===== config.mk =====
export PLATFORM = sky130hd
export DESIGN_NAME = pc_sequencer
export DESIGN_NICKNAME = d
export VERILOG_FILES = /design/src/rtl/pc_sequencer.sv
export SDC_FILE = /design/constraint.sdc
export NUM_CORES = 1
export LEC_CHECK = 0
export BUFFER_PORTS_ARGS = -buffer_cell sky130_fd_sc_hd__buf_2
export CAP_MARGIN = 20
export CORE_MARGIN = 8
export CORE_UTILIZATION = 45
export DETAILED_ROUTE_END_ITERATION = 12
export PLACE_DENSITY = 0.85
export SYNTH_ARGS = -nofsm -noshare
export SYNTH_HDL_FRONTEND = slang
export SYNTH_SLANG_ARGS = --single-unit

===== constraint.sdc =====
create_clock -name clk -period 2.55 [get_ports clk]
set_input_delay 0.51 -clock clk [delete_from_list [all_inputs] [get_ports clk]]
set_output_delay 0.51 -clock clk [all_outputs]
set_load 0.01 [all_outputs]

===== src/rtl/pc_sequencer.sv =====
// pc_sequencer: fetch-stage PC register with branch/return/jump redirects and a valid/ready fetch handshake.
// Define PC_RAS_EN to add a RAS_DEPTH-entry circular return-address stack for call/return prediction.
module pc_sequencer #(
    parameter int               WIDTH     = 32,
    parameter int               SHIFT     = 2,
    parameter logic [WIDTH-1:0] RESET_PC  = '0,
    parameter int               RAS_DEPTH = 4
) (
    input  logic             clk,
    input  logic             reset,
    input  logic             stall,
    input  logic             br_taken,
    input  logic [WIDTH-1:0] br_base,
    input  logic [WIDTH-1:0] br_offset,
    input  logic             jmp,
    input  logic [WIDTH-1:0] jmp_target,
    input  logic             call,
    input  logic             ret,
    input  logic             fetch_ready,
    output logic             fetch_valid,
    output logic [WIDTH-1:0] pc,
    output logic [WIDTH-1:0] pc_plus,
    output logic             misalign
);
    localparam logic [WIDTH-1:0] STEP = {{(WIDTH-1){1'b0}}, 1'b1} << SHIFT;
    localparam logic [WIDTH-1:0] LOW  = STEP - 1'b1;
    logic [WIDTH-1:0] pc_q, pc_d, br_tgt, rdr_tgt, ras_top;
    logic             fv_q, fv_d, mis_q, mis_d, fire, redirect, ras_hit;
`ifdef PC_RAS_EN
    localparam int PW = RAS_DEPTH > 1 ? $clog2(RAS_DEPTH) : 1;
    localparam int CW = $clog2(RAS_DEPTH + 1);
    logic [WIDTH-1:0] ras_q [RAS_DEPTH];
    logic [PW-1:0]    top_q, top_d, wr_ptr;
    logic [CW-1:0]    cnt_q, cnt_d;
    logic             push, pop;
    function automatic logic [PW-1:0] ptr_inc(input logic [PW-1:0] p);
        return (p == PW'(RAS_DEPTH - 1)) ? '0 : p + 1'b1;
    endfunction
    function automatic logic [PW-1:0] ptr_dec(input logic [PW-1:0] p);
        return (p == '0) ? PW'(RAS_DEPTH - 1) : p - 1'b1;
    endfunction
    assign pop     = ret & ~br_taken & (cnt_q != '0);
    assign push    = call & jmp & ~br_taken;
    assign ras_hit = pop;
    assign ras_top = ras_q[top_q];
    // Pop-then-push rewrites the top slot in place; a push when full lands on the oldest slot.
    always_comb begin
        top_d  = (pop == push) ? top_q : pop ? ptr_dec(top_q) : ptr_inc(top_q);
        cnt_d  = (pop == push) ? cnt_q : pop ? cnt_q - 1'b1 :
                 (cnt_q == CW'(RAS_DEPTH)) ? cnt_q : cnt_q + 1'b1;
        wr_ptr = pop ? top_q : ptr_inc(top_q);
    end
    always_ff @(posedge clk) begin
        if (reset) begin
            top_q <= '0;
            cnt_q <= '0;
        end else begin
            top_q <= top_d;
            cnt_q <= cnt_d;
        end
    end
    always_ff @(posedge clk) begin
        if (!reset && push) ras_q[wr_ptr] <= pc_plus;
    end
`else
    logic unused_ras;
    assign unused_ras = call | (RAS_DEPTH < 2);
    assign ras_hit    = 1'b0;
    assign ras_top    = '0;
`endif
    assign fire     = fv_q & fetch_ready;
    assign br_tgt   = br_base + (br_offset << SHIFT);
    assign redirect = br_taken | ret | jmp;
    assign rdr_tgt  = br_taken ? br_tgt : ras_hit ? ras_top : jmp_target;
    assign pc_plus  = pc_q + STEP;
    // Any redirect costs exactly one fetch bubble while the new target settles into pc.
    always_comb begin
        pc_d  = redirect ? (rdr_tgt & ~LOW) : (fire & ~stall) ? pc_plus : pc_q;
        fv_d  = ~redirect;
        mis_d = redirect & |(rdr_tgt & LOW);
    end
    always_ff @(posedge clk) begin
        if (reset) begin
            pc_q  <= RESET_PC;
            fv_q  <= 1'b0;
            mis_q <= 1'b0;
        end else begin
            pc_q  <= pc_d;
            fv_q  <= fv_d;
            mis_q <= mis_d;
        end
    end
    assign pc          = pc_q;
    assign fetch_valid = fv_q;
    assign misalign    = mis_q;
endmodule

==> out/results.tsv <==
metric	value	unit
synth-xor-area-share	12.63	%
syn_inst	550	
synth_top_family_by_area	compound AO/OA/AOI/OAI gates	
p_per_area	378.8	nW/um^2
synth.avg_cell_area	7.312	um^2
worstPathCellList	buf_6 -> and4_4 -> nand4_1 -> nor3_4 -> nand4_1 -> xnor2_2 -> buf_2	
die_h	110.5	um
layout.nets	914	
tritoncts	yes	
critPathMaxStageDelay	0.36	ns
p_leak	2.761	nW
place_area	5361	um^2
grt_antenna_before_repair	0	
grt_pass1_wl	25670	um
start_util	46.34	%
vias	5215	
synth-edff-count	0	
htreeDepth	2	
rsz0062_at_grt	true	
finalHoldViolations	0	
yosysUniqueCellTypes	71	
syn_area	4021	um^2
crit_type	reg -> out	
clock_path_buffers	2	
timing.final.max_slew_violations	0	
area_delta_synth_final	42.25	%
antenna_cells	0	
clk_pin_slew_worst_paths	0.07	ns
track_usage	24.55	%
grt_max_degree	22	
ys_ff_latch	32	
yosysWarnings	0	
final_common_cell	buf_2	
synth_fa_ha_area_share	9.832	%
grt_overflow	0	
final_cell_area	5720	um^2
irDropWorstVdd	0.0001915	V
fin_cells	887	
cts_buffers	5	
wl_per_cell	18.49	um
core_area	8678	um^2
grt_pass1_vias	5309	
clk_latency	0.29	ns
cp_max_fo	4	
cts.sinks	32	
viasPerCell	5.879	
die_area	12220	um^2
startpoint_type	flip-flop	
violations	setup timing	
io_buffer_count	162	
finalClockSkew	0.007302	ns
hpwl	12960	um
initialDrtViolationCount	404	
status	finished with violations	
routed_wl	16400	um
dieWidth	110.5	um
fin_crit_sh	104.1	%
synthArstFlopShare	0	%
arrival	2.14	ns
placedCellCount	861	
worst_pin_slew	0.5668	ns
synth_ff_type	dfxtp_1	
holdCritPathClass	in -> reg	
post-route-min-period	2.655	ns
place_ws	-0.1989	ns
synthMuxAreaShare	1.493	%
fp-row-count	34	
drive_above_1_share	39.67	%
yosys.area_share.simple	26.23	%
place_congestion	0.9296	
timing.fmax	376.7	MHz
post-route-util	65.92	%
setup_viol	3	
ant_nets	0	
holdWs	0.5232	ns
end_kind	primary output	
synth-compound-area-share	29.31	%
worst_slack	-0.1046	ns
relSlewSlack	61.81	%
mostFrequentLayoutCells	buf_2 (162), buf_4 (88), nand2_1 (59)	
ys_seq_area_share	15.93	%
cp_data_required_time	2.04	ns
power	2.167	mW
setup-tns-final	-0.1247	ns
maxCapViolations	0	
path_common_cell	nand4_1	
crit_slowest_cell	dfxtp_4	
ios	170	
drt_pass1_iterations	5	
cts-root-buf	clkbuf_8	
drc_errors	0	
[worst max-delay path, delay by kind of cell, from the launching register on]
family,cells,cell delay (ns)
buffers and inverters,2,0.25
XOR/XNOR,1,0.23
AND/OR/NAND/NOR,4,1.00
flip-flops,1,0.36
[power breakdown]
group | switching (mW) | leakage (nW) | total [mW] | internal (mW)
Clock | 0.192 | 0.0410 | 0.377 | 0.185
Sequential | 0.0701 | 0.270 | 0.627 | 0.557
Combinational | 0.626 | 2.45 | 1.16 | 0.536
[repair_timing]
action,in CTS,in global routing
endpoints found under the hold margin,0,0
cloned,0,0
buffers inserted,10,10
endpoints found under the setup margin,6,13
gates resized for setup,16,21
pin swaps,6,10
hold buffers,0,0
[synthesized netlist by cell type (3+ instances only)]
library cell  instances  area, um^2
xor2_1               19       166.4
nor3_1               15       75.07
dfxtp_1              32       640.6
o22ai_1               6       37.54
a31oi_1               8       50.05
nor2_1               55       206.5
or2_2                 4       25.02
nand2_1              61       229.0
buf_2                 4       20.02
a21oi_1              46       230.2
and3_1                4       25.02
o21a_1                5       37.54
nor3_2                3       30.03
and4_4                3       33.78
o221a_2               4       45.04
nand3_1              16       80.08
ha_1                 30       375.4
and2_1                5       31.28
o21ai_0              33       165.2
clkbuf_1             21       78.83
a211oi_1              3       22.52
a211o_1               3       26.28
buf_4                 4       30.03
a21o_1               11       82.58
a311oi_1              4       35.03
nand4_1              16       100.1
or3_1                 5       31.28
and4_1                7       61.31
inv_1                10       37.54
o211ai_1             10       75.07
xnor2_1              39       341.6
mux2i_1               6       60.06
o21bai_1              5       37.54
[logic make-up (layout without fill, tap and decap cells)]
logic type               count (synthesis)  count (layout)
multiplexers                             6               6
flip-flops                              32              32
adder cells (fa/ha/maj)                 31              31
AO/OA/AOI/OAI                          172             172
XOR/XNOR                                58              58
AND/OR/NAND/NOR                        208             208
buffers and inverters                   42             268
other                                    1               4
[flip-flops by register name, summed over array words and instances, names as in the netlist]
register / count
pc: 30
misalign: 1
fetch_valid: 1
[layout make-up]
class / instances / area (um^2)
Clock buffer: 6 / 72.57
Inverter: 10 / 37.54
Timing Repair Buffer: 251 / 1483
Tap cell: 108 / 135.1
Clock inverter: 1 / 5.005
Multi-Input combinational cell: 479 / 3327
Fill cell: 733 / 2958
Sequential cell: 32 / 660.6
[worst paths after layout]
check                           slack (ns)  cells past startpoint  startpoint     endpoint
worst max register to register        0.31                      8       pc[3]       pc[12]
worst min-delay path                  0.52                      3  br_base[1]     misalign
worst min register to register        0.55                      2       pc[7]        pc[7]
worst max-delay path                 -0.10                      7       pc[2]  pc_plus[31]
[per-layer routing]
layer  share of wire (%)  vias up  global-route usage (%)
li1                    -     2497                       -
met1                  39     2353                   28.74
met2                  48      310                   41.81
met3                 9.7       55                   5.519
met4                 3.3        0                   10.63
met5                   0        -                       0
Note: power is estimated with default switching activity, not from simulation.
